[config.mk]
export PLATFORM = sky130hd
export DESIGN_NAME = npc_lsu
export DESIGN_NICKNAME = d
export VERILOG_FILES = /design/src/rtl/npc_lsu.sv
export SDC_FILE = /design/constraint.sdc
export NUM_CORES = 1
export LEC_CHECK = 0
export CORE_ASPECT_RATIO = 0.7
export CORE_MARGIN = 5
export CORE_UTILIZATION = 45
export CTS_CLUSTER_DIAMETER = 100
export DETAILED_ROUTE_END_ITERATION = 8
export PLACE_DENSITY = 0.82
export SYNTH_ARGS = -nofsm -noshare
export SYNTH_HDL_FRONTEND = slang
export SYNTH_SLANG_ARGS = --single-unit
[constraint.sdc]
create_clock -name clk -period 3 [get_ports clk]
set_input_delay 0.6 -clock clk [delete_from_list [all_inputs] [get_ports clk]]
set_output_delay 0.6 -clock clk [all_outputs]
set_load 0.02 [all_outputs]
[src/rtl/npc_lsu.sv]
// npc_lsu -- multi-cycle load/store unit between ALU/decode and write-back.
//
// Accepts one memory op per in_valid/in_ready handshake and issues a
// word-aligned request with a byte mask on a valid/ready memory port. It
// waits for the one-cycle response pulse, then presents an aligned and
// extended load value with an exception code until write-back takes it.
//
// Optional feature macro: NPC_LSU_PERF_EN (performance counters). When the
// macro is undefined the perf_* outputs are tied to zero.
//
// Ports
//   clk, reset        clock; synchronous active-low reset
//   in_*              op from decode: valid/ready, store flag, funct3,
//                     effective address, store data, rd
//   mem_req_*         request: valid/ready, word address, write enable,
//                     lane-replicated write data, byte write mask
//   mem_resp_*        response pulse and read word
//   out_*             result to write-back: valid/ready, data, rd,
//                     register write enable, exception code
//                     (00 ok, 01 misaligned, 10 bus timeout, 11 illegal funct3)
//   perf_*            completed loads/stores, cycles spent in REQ+WAIT
module npc_lsu #(
    parameter int unsigned TIMEOUT_CYCLES = 255
) (
    input  logic        clk,
    input  logic        reset,
    input  logic        in_valid,
    output logic        in_ready,
    input  logic        in_store,
    input  logic [2:0]  in_funct3,
    input  logic [31:0] in_addr,
    input  logic [31:0] in_wdata,
    input  logic [4:0]  in_rd,
    output logic        mem_req_valid,
    input  logic        mem_req_ready,
    output logic [31:0] mem_req_addr,
    output logic        mem_req_wen,
    output logic [31:0] mem_req_wdata,
    output logic [3:0]  mem_req_wmask,
    input  logic        mem_resp_valid,
    input  logic [31:0] mem_resp_rdata,
    output logic        out_valid,
    input  logic        out_ready,
    output logic [31:0] out_rdata,
    output logic [4:0]  out_rd,
    output logic        out_reg_wen,
    output logic [1:0]  out_exc,
    output logic [31:0] perf_loads,
    output logic [31:0] perf_stores,
    output logic [31:0] perf_stalls
);

    typedef enum logic [1:0] {IDLE, REQ, WAIT, DONE} state_t;

    state_t      state, state_nxt;
    logic        op_store;
    logic [2:0]  op_funct3;
    logic [1:0]  op_lo;
    logic [31:0] tmo_cnt;
    logic        accept;
    logic        acc_legal;
    logic        acc_misaligned;
    logic        tmo_hit;

    function automatic logic [3:0] store_mask(input logic [1:0] size, input logic [1:0] lo);
        case (size)
            2'b00:   return 4'b0001 << lo;
            2'b01:   return 4'b0011 << lo;
            default: return 4'b1111;
        endcase
    endfunction

    function automatic logic [31:0] store_data(input logic [1:0] size, input logic [31:0] wdata);
        case (size)
            2'b00:   return {4{wdata[7:0]}};
            2'b01:   return {2{wdata[15:0]}};
            default: return wdata;
        endcase
    endfunction

    function automatic logic [31:0] load_extend(input logic [2:0] f3, input logic [1:0] lo,
                                                input logic [31:0] word);
        logic [31:0] sh;
        sh = word >> {lo, 3'b000};
        case (f3)
            3'b000:  return {{24{sh[7]}}, sh[7:0]};
            3'b001:  return {{16{sh[15]}}, sh[15:0]};
            3'b100:  return {24'd0, sh[7:0]};
            3'b101:  return {16'd0, sh[15:0]};
            default: return word;
        endcase
    endfunction

    assign in_ready      = (state == IDLE) && reset;
    assign mem_req_valid = (state == REQ);
    assign out_valid     = (state == DONE);
    assign accept        = in_valid && in_ready;

    always_comb begin
        acc_legal = 1'b0;
        if (in_store)
            acc_legal = (in_funct3 == 3'b000) || (in_funct3 == 3'b001) || (in_funct3 == 3'b010);
        else
            acc_legal = (in_funct3 == 3'b000) || (in_funct3 == 3'b001) || (in_funct3 == 3'b010) ||
                        (in_funct3 == 3'b100) || (in_funct3 == 3'b101);
    end

    // Halfword needs addr[0] clear, word needs addr[1:0] clear; bytes never fault.
    assign acc_misaligned = ((in_funct3[1:0] == 2'b01) && in_addr[0]) ||
                            ((in_funct3[1:0] == 2'b10) && (in_addr[1:0] != 2'b00));

    // Fires on the WAIT cycle that would bring the silent-cycle count to the limit.
    assign tmo_hit = (TIMEOUT_CYCLES != 0) && ((tmo_cnt + 32'd1) == TIMEOUT_CYCLES);

    always_comb begin
        state_nxt = state;
        case (state)
            IDLE: if (accept) state_nxt = (acc_legal && !acc_misaligned) ? REQ : DONE;
            REQ:  if (mem_req_ready) state_nxt = WAIT;
            WAIT: if (mem_resp_valid || tmo_hit) state_nxt = DONE;
            DONE: if (out_ready) state_nxt = IDLE;
            default: state_nxt = IDLE;
        endcase
    end

    always_ff @(posedge clk) begin
        if (!reset) state <= IDLE;
        else        state <= state_nxt;
    end

    always_ff @(posedge clk) begin
        if (!reset) begin
            op_store      <= 1'b0;
            op_funct3     <= 3'd0;
            op_lo         <= 2'd0;
            tmo_cnt       <= 32'd0;
            mem_req_addr  <= 32'd0;
            mem_req_wen   <= 1'b0;
            mem_req_wdata <= 32'd0;
            mem_req_wmask <= 4'd0;
            out_rdata     <= 32'd0;
            out_rd        <= 5'd0;
            out_reg_wen   <= 1'b0;
            out_exc       <= 2'd0;
        end else begin
            case (state)
                // accept: capture op, classify, build the request
                IDLE: if (accept) begin
                    op_store    <= in_store;
                    op_funct3   <= in_funct3;
                    op_lo       <= in_addr[1:0];
                    out_rd      <= in_rd;
                    out_rdata   <= 32'd0;
                    out_reg_wen <= 1'b0;
                    if (!acc_legal)
                        out_exc <= 2'b11;
                    else if (acc_misaligned)
                        out_exc <= 2'b01;
                    else begin
                        out_exc       <= 2'b00;
                        mem_req_addr  <= {in_addr[31:2], 2'b00};
                        mem_req_wen   <= in_store;
                        mem_req_wdata <= in_store ? store_data(in_funct3[1:0], in_wdata) : 32'd0;
                        mem_req_wmask <= in_store ? store_mask(in_funct3[1:0], in_addr[1:0]) : 4'd0;
                    end
                end
                // request handshake: start the response timeout window
                REQ: if (mem_req_ready) tmo_cnt <= 32'd0;
                // response or timeout: form the write-back result
                WAIT: begin
                    if (mem_resp_valid) begin
                        out_rdata   <= op_store ? 32'd0 : load_extend(op_funct3, op_lo, mem_resp_rdata);
                        out_reg_wen <= !op_store;
                    end else begin
                        tmo_cnt <= tmo_cnt + 32'd1;
                        if (tmo_hit) begin
                            out_exc   <= 2'b10;
                            out_rdata <= 32'd0;
                        end
                    end
                end
                default: ;
            endcase
        end
    end

`ifdef NPC_LSU_PERF_EN
    always_ff @(posedge clk) begin
        if (!reset) begin
            perf_loads  <= 32'd0;
            perf_stores <= 32'd0;
            perf_stalls <= 32'd0;
        end else begin
            if (out_valid && out_ready && (out_exc == 2'b00)) begin
                if (op_store) perf_stores <= perf_stores + 32'd1;
                else          perf_loads  <= perf_loads + 32'd1;
            end
            if ((state == REQ) || (state == WAIT))
                perf_stalls <= perf_stalls + 32'd1;
        end
    end
`else
    assign perf_loads  = 32'd0;
    assign perf_stores = 32'd0;
    assign perf_stalls = 32'd0;
`endif

endmodule

==> results of run 1 <==
worst max-delay path, stage by stage, from the launching register on:
cell and delay [ns]:
sky130_fd_sc_hd__dfxtp_1 0.47, sky130_fd_sc_hd__nand4_1 0.24, sky130_fd_sc_hd__buf_4 0.22, sky130_fd_sc_hd__or4_1 0.57, sky130_fd_sc_hd__xnor2_1 0.16, sky130_fd_sc_hd__a211oi_1 0.20, sky130_fd_sc_hd__nand4_1 0.24, sky130_fd_sc_hd__o21ai_2 0.23
sky130_fd_sc_hd__buf_12 0.20, sky130_fd_sc_hd__o21ai_0 0.11
per-layer routing:
layer	part of all wire	vias to the layer above	wire, microns	GRT usage
met5	0	-	0	0
met4	0.012	0	320	0.0563
met3	0.11	25	3040	0.0853
met2	0.44	389	11900	0.344
met1	0.43	3920	11600	0.327
li1	-	4090	-	-
cell usage in the layout, fill, tap and decap left out, types with 6 or more instances in the layout:
cell type / count
sky130_fd_sc_hd__o21a_1: 6
sky130_fd_sc_hd__and3_1: 9
sky130_fd_sc_hd__dfxtp_1: 145
sky130_fd_sc_hd__a311oi_1: 10
sky130_fd_sc_hd__a22oi_1: 42
sky130_fd_sc_hd__o21ai_0: 67
sky130_fd_sc_hd__a2111oi_0: 9
sky130_fd_sc_hd__or3_1: 7
sky130_fd_sc_hd__mux2i_1: 20
sky130_fd_sc_hd__mux2_2: 16
sky130_fd_sc_hd__nor2b_1: 9
sky130_fd_sc_hd__conb_1: 98
sky130_fd_sc_hd__o22a_1: 7
sky130_fd_sc_hd__a32oi_1: 16
sky130_fd_sc_hd__nand3_1: 23
sky130_fd_sc_hd__buf_4: 41
sky130_fd_sc_hd__nor3_1: 19
sky130_fd_sc_hd__clkdlybuf4s50_1: 219
sky130_fd_sc_hd__nor2_1: 87
sky130_fd_sc_hd__o21ai_1: 14
sky130_fd_sc_hd__and4_1: 7
sky130_fd_sc_hd__nand2b_1: 19
sky130_fd_sc_hd__nand4_1: 13
sky130_fd_sc_hd__clkbuf_16: 17
sky130_fd_sc_hd__nor4_1: 6
sky130_fd_sc_hd__ha_1: 7
sky130_fd_sc_hd__inv_1: 7
sky130_fd_sc_hd__a31oi_1: 22
sky130_fd_sc_hd__nand2_1: 174
sky130_fd_sc_hd__a21oi_1: 82
through the flow:
| stage | worst slack (ns) | hold WS [ns] |
|---|---|---|
| CTS | 0.184 | 0.455 |
| global placement | 0.267 | 0.440 |
| global route | 0.00724 | 0.470 |
| detailed placement | 0.152 | 0.446 |
| floorplan | 0.226 | 0.437 |
| finish | 0.226 | 0.451 |
sequential cells by signal, indices dropped and copies added, names as in the netlist:
name and count:
mem_req_wmask 4, mem_req_addr 30, out_rd 5, state 2
out_exc 2, op_store 1, mem_req_wdata 32, op_funct3 3
op_lo 2, out_rdata 32, tmo_cnt 32, mem_req_wen 1
out_reg_wen 1
worst max-delay path by stage:
| stage | start | end | slack [ns] | cells past startpoint |
|---|---|---|---|---|
| 3_5_place_dp | tmo_cnt[4] | out_rdata[1] | 0.15 | 8 |
| 5_1_grt | tmo_cnt[3] | out_rdata[26] | 0.007 | 8 |
| 4_1_cts | tmo_cnt[4] | out_rdata[17] | 0.18 | 8 |
| 6_report | tmo_cnt[2] | out_rdata[25] | 0.23 | 9 |
| 3_3_place_gp | tmo_cnt[4] | out_rdata[19] | 0.27 | 8 |
| 2_1_floorplan | tmo_cnt[1] | out_rdata[19] | 0.23 | 10 |
logic make-up after synthesis:
group,Yosys count,synth area share
AND/OR/NAND/NOR,399,0.221
AO/OA/AOI/OAI,306,0.233
buffers and inverters,194,0.134
flip-flops,147,0.351
multiplexers,36,0.0454
adder cells (fa/ha/maj),7,0.0105
XOR/XNOR,5,0.00523
other,1,0.000448
area by class of cell:
class | count | area share
sequential | 147 | 0.265
multi-input combinational | 851 | 0.423
clock inverter | 11 | 0.0106
inverter | 8 | 0.00271
timing repair buffer | 264 | 0.231
tap | 236 | 0.0266
clock buffer | 20 | 0.0403
where the power goes:
group	internal [mW]	switching [mW]
Combinational	0.636	1.00
Clock	1.18	0.916
Sequential	2.06	0.0813
Total	3.87	2.00
timing repair:
item                                   in CTS  in global routing
setup endpoints to repair                   0                 32
endpoints found under the hold margin       0                  0
buffers inserted                            0                  1
resized for setup                           0                  3
==> flow_summary.json, run 1 <==
{
  "worstSetupEndpointType": "flip-flop",
  "synth-seq-cells": 147,
  "p_per_area_mw_per_mm2": 529,
  "floorplan.die.height_microns": 124,
  "rsz_0062_raised_after_global_routing": "false",
  "worst_setup_hold_path_clk_slew_ns": 0.07,
  "final_cycle_share": 0.925,
  "final_hold_viol_count": 0,
  "globalRouteOverflowTotal": 0,
  "hpwlAfterDp_microns": 20000,
  "finalNonFillerCells": 1537,
  "antenna-diode-count": 0,
  "fin_area_sq_mm": 0.0111,
  "postSynthAreaPerCell_sq_um": 7.65,
  "avgRoutedWirePerCell_microns": 17.5,
  "r2r.worst_path.cells": 9,
  "worst_setup_path_start_kind": "flip-flop",
  "drc_errors": 0,
  "path_max_fanout": 32,
  "grt_max_degree": 77,
  "cp_data_required_time_ns": 3.30,
  "drt_iter0_markers": 931,
  "maxCapViolations": 0,
  "min_path_cells": 2,
  "die_w_microns": 173,
  "cts.path.max_buffers": 2,
  "reg2reg_to": "out_rdata[25]",
  "fin_crit_ns": 2.77,
  "yosysSeqAreaShare": 0.351,
  "yosysMostFrequentCell": "sky130_fd_sc_hd__nand2_1",
  "dr.pass1.iters": 5,
  "postSynth.asyncResetShare": 0,
  "remaining_number_of_nets_flagged_by_the_antenna_check_after_routing": 0,
  "cts_buffers": 17,
  "cts_hold_buf": 0,
  "drive_above_1_share": 0.0846,
  "rows": 41,
  "initial_utilization": 0.461,
  "setup_viol_count_final": 0,
  "layout-area-overhead-vs-synth_pct": 32.4,
  "vias_per_cell": 5.48,
  "worstMarginPinSlew_ns": 0.715,
  "deepest_level_of_the_cts_h_tree": 4,
  "slew-limit-headroom": 0.524,
  "leakagePower_nw": 3.99,
  "final_core_density": 0.611,
  "crit_arrival_ns": 3.07,
  "skew_final_ns": 0.0107,
  "seq_area_sq_mm": 0.00295,
  "layout.nets": 1407,
  "synth_largest_type_area_fraction": 0.351,
  "filler_cell_count": 1606,
  "place_congestion": 0.956,
  "netlist_top_cells_area": "sky130_fd_sc_hd__dfxtp_1 (35%), sky130_fd_sc_hd__buf_4 (9.1%), sky130_fd_sc_hd__nand2_1 (7.8%), sky130_fd_sc_hd__a21oi_1 (4.9%), sky130_fd_sc_hd__o21ai_0 (4.0%)",
  "vias_after_detailed_routing": 8424,
  "cts.sinks": 147,
  "clock_insertion_delay_worst_skew_ns": 0.43,
  "place.port_buffers": 220,
  "cts_tree": "done",
  "synth-edff-count": 0,
  "die_area_sq_mm": 0.0215,
  "synthTopCellsByCount": "sky130_fd_sc_hd__nand2_1 (175), sky130_fd_sc_hd__dfxtp_1 (147), sky130_fd_sc_hd__buf_4 (101)",
  "core_sq_mm": 0.0182,
  "hold_path_class": "flip-flop to flip-flop",
  "r2r_setup_slack_ns": 0.23,
  "run_status": "complete, no violations",
  "p_total_mw": 5.87,
  "grt_pass1_wl_microns": 40600,
  "peakVddDrop_mv": 0.315,
  "maxSlewViolCount": 0,
  "worst-setup-path-type": "flip-flop to flip-flop",
  "totalWireLength_microns": 26900,
  "synth_cells": 1095,
  "setup-tns-final_ns": 0,
  "grtUsageTotal": 0.234,
  "timing.fmax_mhz": 361,
  "yosysWarningCount": 0,
  "yosysTopAreaCell": "sky130_fd_sc_hd__dfxtp_1",
  "multi_input_gate_area_in_the_final_layout_sq_mm": 0.00469,
  "number_of_antenna_violations_at_the_first_check_in_global_routing": 0,
  "via_count_of_the_first_global_routing_pass": 7430,
  "pin_count": 319,
  "synth.lib_cells_used.distinct": 68,
  "hold-path-endpoint": "mem_req_addr[31]",
  "syn_area_sq_mm": 0.00838,
  "root_buffer": "sky130_fd_sc_hd__clkbuf_16",
  "post-place-cells": 1505,
  "timing.rr.start": "tmo_cnt[2]",
  "placed_instance_area_sq_mm": 0.0105,
  "worstHoldStart": "mem_req_addr[31]",
  "synthFlopType": "sky130_fd_sc_hd__dfxtp_1"
}
Note: power is estimated with default switching activity, not from simulation.
==> run 2: changes to the inputs <==
--- a/config.mk
+++ b/config.mk
@@ -10,6 +10,7 @@
 export CORE_UTILIZATION = 45
 export CTS_CLUSTER_DIAMETER = 100
 export DETAILED_ROUTE_END_ITERATION = 8
+export GPL_ROUTABILITY_DRIVEN = 1
 export PLACE_DENSITY = 0.82
 export SYNTH_ARGS = -nofsm -noshare
 export SYNTH_HDL_FRONTEND = slang
==> results of run 2 <==
The final DEF is identical to that of run 1; final timing and power are the same.
==> run 3: changes to the inputs <==
--- a/config.mk
+++ b/config.mk
@@ -5,6 +5,7 @@
 export SDC_FILE = /design/constraint.sdc
 export NUM_CORES = 1
 export LEC_CHECK = 0
+export ABC_AREA = 1
 export CORE_ASPECT_RATIO = 0.7
 export CORE_MARGIN = 5
 export CORE_UTILIZATION = 45
==> run 3 against run 2 <==
Synthesized cell count rose by 14%. Combinational power rose by 25%. Critical path depth rose by 8. Total power rose by 9.0%. Fmax rose by 1.8%. Register-to-register slack improved by 0.05 ns. Sequential power rose by 6%. Count of clock-buffer cells in the layout fell by 2. Hold slack improved by 0.012 ns. Highest routed layer unchanged. Largest cell class unchanged. Clock skew rose by 0.0024 ns. Largest power group unchanged. Setup slack improved by 0.049 ns. Critical endpoint is now out_rdata[2]. Flip-flop and latch count did not move.
==> flow_summary.json, run 3 <==
{
  "rows": 41,
  "avgRoutedWirePerCell_microns": 15.4,
  "fin_area_sq_mm": 0.0110,
  "initial_utilization": 0.462,
  "worst_setup_hold_path_clk_slew_ns": 0.07,
  "worst-setup-path-type": "flip-flop to flip-flop",
  "crit_chain": "ha_1 -> nand2_2 -> nor2_8 -> nand2_2 -> nor2_4 -> nand2_1 -> nand2_1 -> nand2_1 -> nor2_1 -> nand2_1 -> nor2_2 -> nand3_2 -> nand2_4 -> buf_12 -> nand3_1 -> nand2_1 -> nor2_1",
  "path_max_fanout": 44,
  "globalRouteOverflowTotal": 0,
  "vias_per_cell": 5.08,
  "r2r.worst_path.cells": 17,
  "rsz_0062_raised_after_global_routing": "false",
  "p_total_mw": 6.40,
  "yosysSeqAreaShare": 0.350,
  "place_congestion": 0.923,
  "antenna-diode-count": 0,
  "grtUsageTotal": 0.234,
  "maxSlewViolCount": 0,
  "die_w_microns": 173,
  "p_per_area_mw_per_mm2": 581,
  "yosysMostFrequentCell": "sky130_fd_sc_hd__nand2_1",
  "maxCapViolations": 0,
  "dr.pass1.iters": 5,
  "post-route-worst-setup-slack_ns": 0.276,
  "hpwlAfterDp_microns": 19600,
  "pre_cts_ws_ns": 0.318,
  "hold_path_class": "flip-flop to flip-flop",
  "fin_crit_ns": 2.72,
  "clock_insertion_delay_worst_skew_ns": 0.44,
  "layout.nets": 1567,
  "critical_path.slowest_cell": "sky130_fd_sc_hd__dfxtp_1",
  "peakVddDrop_mv": 0.363,
  "reg2reg_to": "out_rdata[2]",
  "seq_area_sq_mm": 0.00294,
  "layout-area-overhead-vs-synth_pct": 31.0,
  "worst_setup_path_start_kind": "flip-flop",
  "r2r_setup_slack_ns": 0.28,
  "slew-limit-headroom": 0.518,
  "syn_area_sq_mm": 0.00841,
  "critical_path_cell_count": 17,
  "crit_path_buf_inv_count": 1,
  "synth_largest_type_area_fraction": 0.350,
  "root_buffer": "sky130_fd_sc_hd__clkbuf_16",
  "yosysWarningCount": 0,
  "yosysTopAreaCell": "sky130_fd_sc_hd__dfxtp_1",
  "postSynth.asyncResetShare": 0,
  "synth-seq-cells": 147,
  "totalWireLength_microns": 26200,
  "synth-edff-count": 0,
  "layout.cells.most_common_list": "sky130_fd_sc_hd__nand2_1 (334), sky130_fd_sc_hd__clkdlybuf4s50_1 (219), sky130_fd_sc_hd__nor2_1 (164), sky130_fd_sc_hd__dfxtp_1 (147), sky130_fd_sc_hd__a21oi_1 (111)",
  "placed_instance_area_sq_mm": 0.0104,
  "cts_buffers": 17,
  "drive_above_1_share": 0.0759,
  "cts_tree": "done",
  "drc_errors": 0,
  "cts.sinks": 147,
  "hold-path-endpoint": "mem_req_wdata[15]",
  "synthFlopType": "sky130_fd_sc_hd__dfxtp_1",
  "worstSetupEndpointType": "flip-flop",
  "place.port_buffers": 220,
  "timing.rr.start": "tmo_cnt[1]",
  "number_of_antenna_violations_at_the_first_check_in_global_routing": 0,
  "timing.fmax_mhz": 367,
  "core_sq_mm": 0.0182,
  "postSynthAreaPerCell_sq_um": 6.71,
  "filler_cell_count": 1675,
  "cp_slowest_stage_delay_ns": 0.39,
  "min_path_cells": 2,
  "critPathTopFamily": "simple AND/OR/NAND/NOR gates",
  "vias_after_detailed_routing": 8632,
  "leakagePower_nw": 4.37,
  "cts.path.max_buffers": 2,
  "synthTopCellsByCount": "sky130_fd_sc_hd__nand2_1 (334), sky130_fd_sc_hd__nor2_1 (165), sky130_fd_sc_hd__dfxtp_1 (147)",
  "critPathMostFrequentCell": "sky130_fd_sc_hd__nand2_1",
  "die_area_sq_mm": 0.0216,
  "deepest_level_of_the_cts_h_tree": 4,
  "pin_count": 319,
  "final_cycle_share": 0.908,
  "setup-tns-final_ns": 0,
  "final_core_density": 0.605,
  "worstMarginPinSlew_ns": 0.720,
  "synth_cells": 1252,
  "grt_pass1_wl_microns": 41700,
  "via_count_of_the_first_global_routing_pass": 7985,
  "skew_final_ns": 0.0131,
  "grt_max_degree": 66,
  "floorplan.die.height_microns": 124,
  "multi_input_gate_area_in_the_final_layout_sq_mm": 0.00453,
  "crit_arrival_ns": 3.04,
  "drt_iter0_markers": 899,
  "largestRegisters": "mem_req_wdata (32), out_rdata (32), tmo_cnt (32)",
  "final_hold_viol_count": 0,
  "remaining_number_of_nets_flagged_by_the_antenna_check_after_routing": 0,
  "setup_viol_count_final": 0,
  "run_status": "complete, no violations",
  "worstHoldStart": "mem_req_wdata[15]",
  "netlist_top_cells_area": "sky130_fd_sc_hd__dfxtp_1 (35%), sky130_fd_sc_hd__nand2_1 (15%), sky130_fd_sc_hd__buf_4 (8.9%), sky130_fd_sc_hd__nor2_1 (7.4%), sky130_fd_sc_hd__a21oi_1 (6.6%)",
  "layout.cells.most_common": "sky130_fd_sc_hd__nand2_1",
  "post_cts.repair.setup_buffers": 0,
  "worst_setup_path_startpoint": "tmo_cnt[1]",
  "cp_data_required_time_ns": 3.32,
  "cts_hold_buf": 0,
  "synth.lib_cells_used.distinct": 38
}
## run 3: changes by cell type after synthesis, moves of 20 or more
cell | previous run | this run
sky130_fd_sc_hd__a22oi_1 | 42 | 0
sky130_fd_sc_hd__nor2_1 | 89 | 165
sky130_fd_sc_hd__mux2i_1 | 20 | 0
sky130_fd_sc_hd__nand2_1 | 175 | 334
sky130_fd_sc_hd__inv_1 | 8 | 66
sky130_fd_sc_hd__o211ai_1 | 1 | 40
sky130_fd_sc_hd__clkbuf_1 | 75 | 46
sky130_fd_sc_hd__nand3_1 | 23 | 65
sky130_fd_sc_hd__a31oi_1 | 22 | 2
sky130_fd_sc_hd__a21oi_1 | 82 | 111
## run 3: area by class of cell
type | count | share of cell area
multi-input combinational | 970 | 0.411
timing repair buffer | 243 | 0.219
inverter | 70 | 0.0239
clock buffer | 18 | 0.0399
tap | 236 | 0.0268
clock inverter | 14 | 0.0122
sequential | 147 | 0.267
## run 3: cell families after synthesis
group,Yosys count,share of synthesized area
AO/OA/AOI/OAI,243,0.168
XOR/XNOR,3,0.00313
adder cells (fa/ha/maj),7,0.0104
buffers and inverters,232,0.157
flip-flops,147,0.350
other,1,0.000446
AND/OR/NAND/NOR,619,0.311
## run 3: metrics by stage
step | instances | hold slack, ns
after CTS | 1698 | 0.464
final | 1698 | 0.463
after global placement | 1666 | 0.450
after floorplan | 1349 | 0.444
after global routing | 1698 | 0.481
after detailed placement | 1666 | 0.454
## run 3: report_power, final
part | leakage [nW] | total [mW] | internal (mW) | switching, mW
registers | 1.19 | 2.27 | 2.15 | 0.124
clock network | 0.273 | 2.08 | 1.12 | 0.963
logic | 2.90 | 2.05 | 0.806 | 1.24
total | 4.37 | 6.40 | 4.07 | 2.33
## run 3: per-layer routing
| layer | routed length [microns] | global-route usage | up-vias |
|---|---|---|---|
| met5 | 0 | 0 | - |
| met1 | 11200 | 0.300 | 3947 |
| li1 | - | - | 4273 |
| met4 | 425 | 0.0657 | 0 |
| met3 | 2580 | 0.0765 | 35 |
| met2 | 12000 | 0.376 | 377 |
## run 3: repair_timing
action / CTS / global route
resized for setup: 0 / 1
endpoints found under the setup margin: 0 / 4
hold endpoints to repair: 0 / 0
## run 3: worst max-delay path by stage
| stage | slack (ns) | end |
|---|---|---|
| 6_report | 0.28 | out_rdata[2] |
| 5_1_grt | 0.05 | out_rdata[2] |
| 4_1_cts | 0.24 | out_rdata[2] |
| 3_5_place_dp | 0.32 | out_rdata[2] |
| 3_3_place_gp | 0.39 | out_rdata[1] |
| 2_1_floorplan | 0.86 | mem_req_wdata[10] |
## run 3: worst min-delay path: stages (launching register included)
cell,delay [ns]
sky130_fd_sc_hd__dfxtp_1,0.31
sky130_fd_sc_hd__nand2_1,0.06
sky130_fd_sc_hd__a21oi_1,0.05
